File: src/rtl/mul_unit.sv
// rtl/mul_unit.sv - 32-cycle shift-and-add multiplier with optional multiply-accumulate
//
// Optional feature macro: MUL_UNIT_MLA_EN
//   defined   : product starts at acc when accumulate=1 (MLA), else 0 (MUL)
//   undefined : acc and accumulate are ignored, product always starts at 0
//
// Ports:
//   clk        in   sole clock, all state on posedge
//   reset      in   synchronous active-high reset
//   start      in   request a multiply, accepted only in IDLE
//   a          in   [31:0] multiplicand
//   b          in   [31:0] multiplier
//   acc        in   [31:0] accumulate addend
//   accumulate in   1 = MLA, 0 = MUL
//   wa_in      in   [3:0] destination register index
//   busy       out  operation in flight (BUSY or DONE)
//   done       out  one-cycle result-valid / register-file write enable
//   result     out  [31:0] low 32 bits of product (+ addend)
//   wa_out     out  [3:0] latched destination index
//   flag_n     out  result[31]
//   flag_z     out  result == 0
module mul_unit (
    input  logic        clk,
    input  logic        reset,
    input  logic        start,
    input  logic [31:0] a,
    input  logic [31:0] b,
    input  logic [31:0] acc,
    input  logic        accumulate,
    input  logic [3:0]  wa_in,
    output logic        busy,
    output logic        done,
    output logic [31:0] result,
    output logic [3:0]  wa_out,
    output logic        flag_n,
    output logic        flag_z
);

    typedef enum logic [1:0] {
        S_IDLE = 2'd0,
        S_BUSY = 2'd1,
        S_DONE = 2'd2
    } state_t;

    state_t      state_q;
    logic [31:0] mcand_q;
    logic [31:0] mplier_q;
    logic [31:0] product_q;
    logic [4:0]  cnt_q;
    logic [3:0]  wa_q;
    logic        busy_q;
    logic        done_q;
    logic [31:0] result_q;
    logic [3:0]  wa_out_q;
    logic        flag_n_q;
    logic        flag_z_q;

    logic [31:0] init_product_d;
    logic [31:0] product_d;
    logic [4:0]  cnt_d;

`ifdef MUL_UNIT_MLA_EN
    always_comb begin
        init_product_d = accumulate ? acc : 32'd0;
    end
`else
    logic unused_mla;
    assign unused_mla = ^{acc, accumulate};

    always_comb begin
        init_product_d = 32'd0;
    end
`endif

    // One partial product per BUSY cycle; carries past bit 31 are dropped.
    always_comb begin
        product_d = product_q + (mplier_q[0] ? mcand_q : 32'd0);
        cnt_d     = cnt_q + 5'd1;
    end

    always_ff @(posedge clk) begin
        if (reset) begin
            state_q   <= S_IDLE;
            mcand_q   <= '0;
            mplier_q  <= '0;
            product_q <= '0;
            cnt_q     <= '0;
            wa_q      <= '0;
            busy_q    <= 1'b0;
            done_q    <= 1'b0;
            result_q  <= '0;
            wa_out_q  <= '0;
            flag_n_q  <= 1'b0;
            flag_z_q  <= 1'b0;
        end else begin
            done_q <= 1'b0;
            case (state_q)
                S_IDLE: begin
                    if (start) begin
                        mcand_q   <= a;
                        mplier_q  <= b;
                        wa_q      <= wa_in;
                        product_q <= init_product_d;
                        cnt_q     <= 5'd0;
                        busy_q    <= 1'b1;
                        state_q   <= S_BUSY;
                    end
                end
                S_BUSY: begin
                    product_q <= product_d;
                    mcand_q   <= mcand_q << 1;
                    mplier_q  <= mplier_q >> 1;
                    cnt_q     <= cnt_d;
                    // Counter wraps 31 -> 0 on the 32nd BUSY edge.
                    if (cnt_q == 5'd31) begin
                        state_q <= S_DONE;
                    end
                end
                S_DONE: begin
                    // Outputs are registered here and held until the next DONE.
                    result_q <= product_q;
                    flag_n_q <= product_q[31];
                    flag_z_q <= (product_q == 32'd0);
                    wa_out_q <= wa_q;
                    done_q   <= 1'b1;
                    busy_q   <= 1'b0;
                    state_q  <= S_IDLE;
                end
                default: begin
                    busy_q  <= 1'b0;
                    state_q <= S_IDLE;
                end
            endcase
        end
    end

    assign busy   = busy_q;
    assign done   = done_q;
    assign result = result_q;
    assign wa_out = wa_out_q;
    assign flag_n = flag_n_q;
    assign flag_z = flag_z_q;

endmodule

File: config.mk
export PLATFORM = sky130hd
export DESIGN_NAME = mul_unit
export DESIGN_NICKNAME = d
export VERILOG_FILES = /design/src/rtl/mul_unit.sv
export SDC_FILE = /design/constraint.sdc
export NUM_CORES = 1
export LEC_CHECK = 0
export BUFFER_PORTS_ARGS = -buffer_cell sky130_fd_sc_hd__buf_2
export CAP_MARGIN = 15
export CELL_PAD_IN_SITES_DETAIL_PLACEMENT = 1
export CELL_PAD_IN_SITES_GLOBAL_PLACEMENT = 1
export CORE_AREA = 2 2 138 140
export CTS_BUF_LIST = sky130_fd_sc_hd__clkbuf_16
export DETAILED_ROUTE_END_ITERATION = 6
export DIE_AREA = 0 0 140 142
export PLACE_DENSITY_LB_ADDON = 0.1
export SYNTH_ARGS = -nofsm -noshare
export SYNTH_HDL_FRONTEND = slang
export SYNTH_SLANG_ARGS = --single-unit
export TNS_END_PERCENT = 20
File: constraint.sdc
create_clock -name clk -period 4.1 [get_ports clk]
set_clock_uncertainty 0.2 [all_clocks]
set_input_delay 0.205 -clock clk [delete_from_list [all_inputs] [get_ports clk]]
set_output_delay 0.205 -clock clk [all_outputs]
set_load 0.005 [all_outputs]
==> flow_summary.toml <==
[worst_setup_path]
worstPathArrival_ps = 3470
regToRegStartpoint = "mplier_q[0]"
crit-reg2reg-capture = "product_q[26]"
worst-r2r-setup-slack_ps = 740
cpLargestDelayFamily = "compound AO/OA/AOI/OAI gates"
cp-end-kind = "register"
critical_path_class = "register to register"
rr_worst_depth = 12
path_cells = "and2_1 -> ha_1 -> inv_1 -> fa_1 -> nand2b_1 -> a21oi_2 -> o21ai_2 -> a2111oi_4 -> nor2_2 -> o311ai_4 -> nor2_1 -> or3_1"
path_max_fanout = 6
worst_setup_path_start_kind = "register"
required_ps = 4210
cp_peak_stage_delay_ps = 440
worst-path-buf-inv = 1
slowest_cp_cell = "a2111oi_4"

[floorplan]
initial_core_util_pct = 39.4
floorplan.die.width_um = 140
core_region_area_um2 = 18500
io-pin-count = 144
core_rows = 50
die-area_um2 = 19900
die_height_um = 142

[power_and_ir_drop]
power.ir.vdd_worst_uv = 283
internal_power_mw = 2.60
p_clk_share_pct = 45.8
finalPower_mw = 3.52
seqPwrFrac_pct = 43.3
power_density_nw_per_um2 = 378
power.switching_fraction_pct = 25.9
switching_power_mw = 0.912
leakage_nw = 3.88
pwr-share-comb_pct = 10.8

[layout]
synthToLayoutAreaGrowth_pct = 28.1
area_taken_by_multi_input_logic_gates_um2 = 4090
post_route_cells_drive_above_1_share_pct = 15.3
area.sequential_um2 = 2920
final.fill_count = 2283
diodes = 0
finalNetCount = 1238

[synth]
netlist_instances = 948
asyncSetResetFlopFracSynth_pct = 0
ys.flop_type = "dfxtp_1"
top_post_synthesis_cells_by_area = "dfxtp_1 (40%), nand2_1 (8.8%), a21oi_1 (8.7%)"
yosysWarnings = 0
yosysTopAreaCell = "dfxtp_1"
yosysTopAreaCellShare_pct = 40.2
synth-edff-count = 0
synth.net_count = 1086
synthesis.area_um2 = 7270
synth_seq_cells = 146
syn_avg_cell_area_um2 = 7.66
netlist_cell_types = 56
yosysSeqAreaShare_pct = 40.2

[min_path]
hold_removal_path_class = "register to register"
min_path_cells = 2
holdCritStartpoint = "result[15]"
end_point_of_the_worst_hold_path = "result[15]"

[grt]
grt_pass1_wl_um = 36600
global_route.overflow_total = 0
pin_count_of_the_biggest_net_entering_global_routing = 94
via_count_of_the_first_global_routing_pass = 7335
grt_antenna_before_repair = 0
grtUsageTotal_pct = 22.7

[timing]
timing_max_transition_violations_final = 0
final_setup_violations = 0
final.period_utilization_pct = 82.0
timing_worst_slew_pin_value_ps = 991
rsz0062_at_grt = "false"
report.final.hold_viol_count = 0
maxSlewHeadroom_pct = 33.9
period_needed_ps = 3360
setup-tns-final_ps = 0
timing.fmax_mhz = 298

[placement]
dpl.hpwl_um = 14700
finalWeightedCongestion = 0.832
place.port_buffers = 110

[clocking]
cts_buffers = 17
cts_tree = "yes"
clock_tree.root_cell = "clkbuf_16"
cts_htree_levels = 4
clock_path_buffers = 2
clkTransAtPathRegs_ps = 60
worstSkewPairLatency_ps = 430
clkSinkCount = 146

[status]
violated_checks = "DRC"
outcome = "finished, violations left"

[routing]
route.final.wire_length_um = 22100
ant_nets = 0
drt_first_iter_violations = 281
route.detailed.wl_per_inst_um = 16.4
detail_route.drc_violations = 5
vias_per_cell = 5.28
num_vias = 7114
drt_first_pass_iters = 7

[run]
maxCapViolations = 0
cells by family after synthesis:
| family | Yosys count | synth area share [%] |
|---|---|---|
| buffers and inverters | 71 | 3.72 |
| adders and majority gates | 34 | 5.96 |
| xor gates and xnor gates | 23 | 2.77 |
| and+or+nand+nor | 422 | 26.1 |
| muxes | 1 | 0.138 |
| AOI/OAI and AO/OA | 251 | 21.1 |
| DFF | 146 | 40.2 |
power groups by stage:
stage | logic [mW] | clock network [mW] | registers [mW]
floorplan | 0.216 | 0 | 1.54
global placement | 0.326 | 0 | 1.55
detailed placement | 0.329 | 0 | 1.55
CTS | 0.383 | 1.65 | 1.52
global route | 0.425 | 1.70 | 1.53
finish | 0.381 | 1.61 | 1.52
state kept, by name (all words and copies together), names as in the netlist:
register   count
mcand_q       32
mplier_q      32
product_q     32
result        32
cnt_q          5
wa_out         4
wa_q           4
state_q        2
busy           1
done           1
flag_z         1
placed cells by master (no fill, tap or decap), types with 3 or more instances in the layout:
cell           Yosys  final
ha_1              33     33
nand4_1           10     10
dfxtp_1          146    146
inv_6              0      4
or3_1              3      3
a211oi_1           4      4
nor2_1           122    120
a22oi_1           35     35
buf_4              1     14
clkinvlp_4         0      4
o31ai_1            3      3
nor4_1            37     37
nor3_1             5      5
nand2b_1           4      3
or2_2              3      3
o21a_1             5      5
o21ai_1            7      7
inv_1             11     12
and3_1             4      4
a21oi_1          126    126
nand2_1          170    170
xnor2_1           11     11
o21bai_1           5      5
o21ai_0           36     36
nand3_1           20     20
o211ai_1           3      3
xor2_1            12     12
and2_1            33     33
bufinv_16          0      3
buf_2              0    109
a21o_1             8      8
clkbuf_16          0     17
dlygate4sd3_1      0     70
worst max path at each step:
stage,startpoint,end,cells past startpoint
3_5_place_dp,mplier_q[0],product_q[26],12
5_1_grt,mplier_q[0],product_q[26],12
6_report,mplier_q[0],product_q[26],12
4_1_cts,mplier_q[0],product_q[26],12
2_1_floorplan,mplier_q[0],product_q[26],11
3_3_place_gp,mplier_q[0],product_q[26],12
stage by stage:
step	cell area, um2	cells	hold slack [ps]	utilization [%]	worst slack, ps
6_report	9310	1347	250	50.4	739
5_1_grt	9310	1347	264	50.4	563
4_1_cts	9310	1347	254	50.4	728
3_5_place_dp	8000	1245	245	43.3	740
3_3_place_gp	8000	1245	240	43.3	866
2_1_floorplan	7270	948	141	-	1070
worst register-to-register path: stages, from the launching register on:
cell and delay (ps):
dfxtp_1 370, and2_1 140, ha_1 180, inv_1 70, fa_1 380, nand2b_1 210, a21oi_2 180, o21ai_2 100
a2111oi_4 440, nor2_2 150, o311ai_4 370, nor2_1 90, or3_1 350
cell usage after synthesis, drive strengths merged (3+ instances only):
| cell | count |
|---|---|
| o21bai | 5 |
| inv | 11 |
| nand2 | 170 |
| buf | 6 |
| xor2 | 12 |
| nand4 | 10 |
| nand3 | 20 |
| xnor2 | 11 |
| nor4 | 38 |
| a21o | 8 |
| a21oi | 127 |
| o311ai | 3 |
| o21ai | 44 |
| a211oi | 4 |
| or2 | 3 |
| o21a | 5 |
| o211ai | 3 |
| clkbuf | 54 |
| and2 | 33 |
| nor2 | 123 |
| or3 | 3 |
| a22oi | 35 |
| ha | 33 |
| and3 | 4 |
| nand2b | 4 |
| dfxtp | 146 |
| a31oi | 3 |
| nor3 | 5 |
| o31ai | 3 |
what timing repair did:
action	4_1_cts	5_1_grt
hold endpoints to repair	71	0
buffers inserted	0	0
gates resized for setup	0	0
hold buffers	70	0
final cells by class:
class                           instances  area share [%]
Multi-Input combinational cell        731            44.0
Sequential cell                       146            31.4
Timing Repair Buffer                  193            14.5
Clock buffer                           17            4.57
Tap cell                              234            3.15
Clock inverter                         15            1.94
Inverter                               11           0.444
per-layer routing:
| metal | share of wire [%] | GRT usage (%) | wire length [um] |
|---|---|---|---|
| met1 | 47 | 29.9 | 10500 |
| met2 | 48 | 39.1 | 10700 |
| met3 | 3.1 | 3.67 | 691 |
| met4 | 1.0 | 5.74 | 225 |
| met5 | 0 | 0 | 0 |
(Power assumes the default switching activity.)
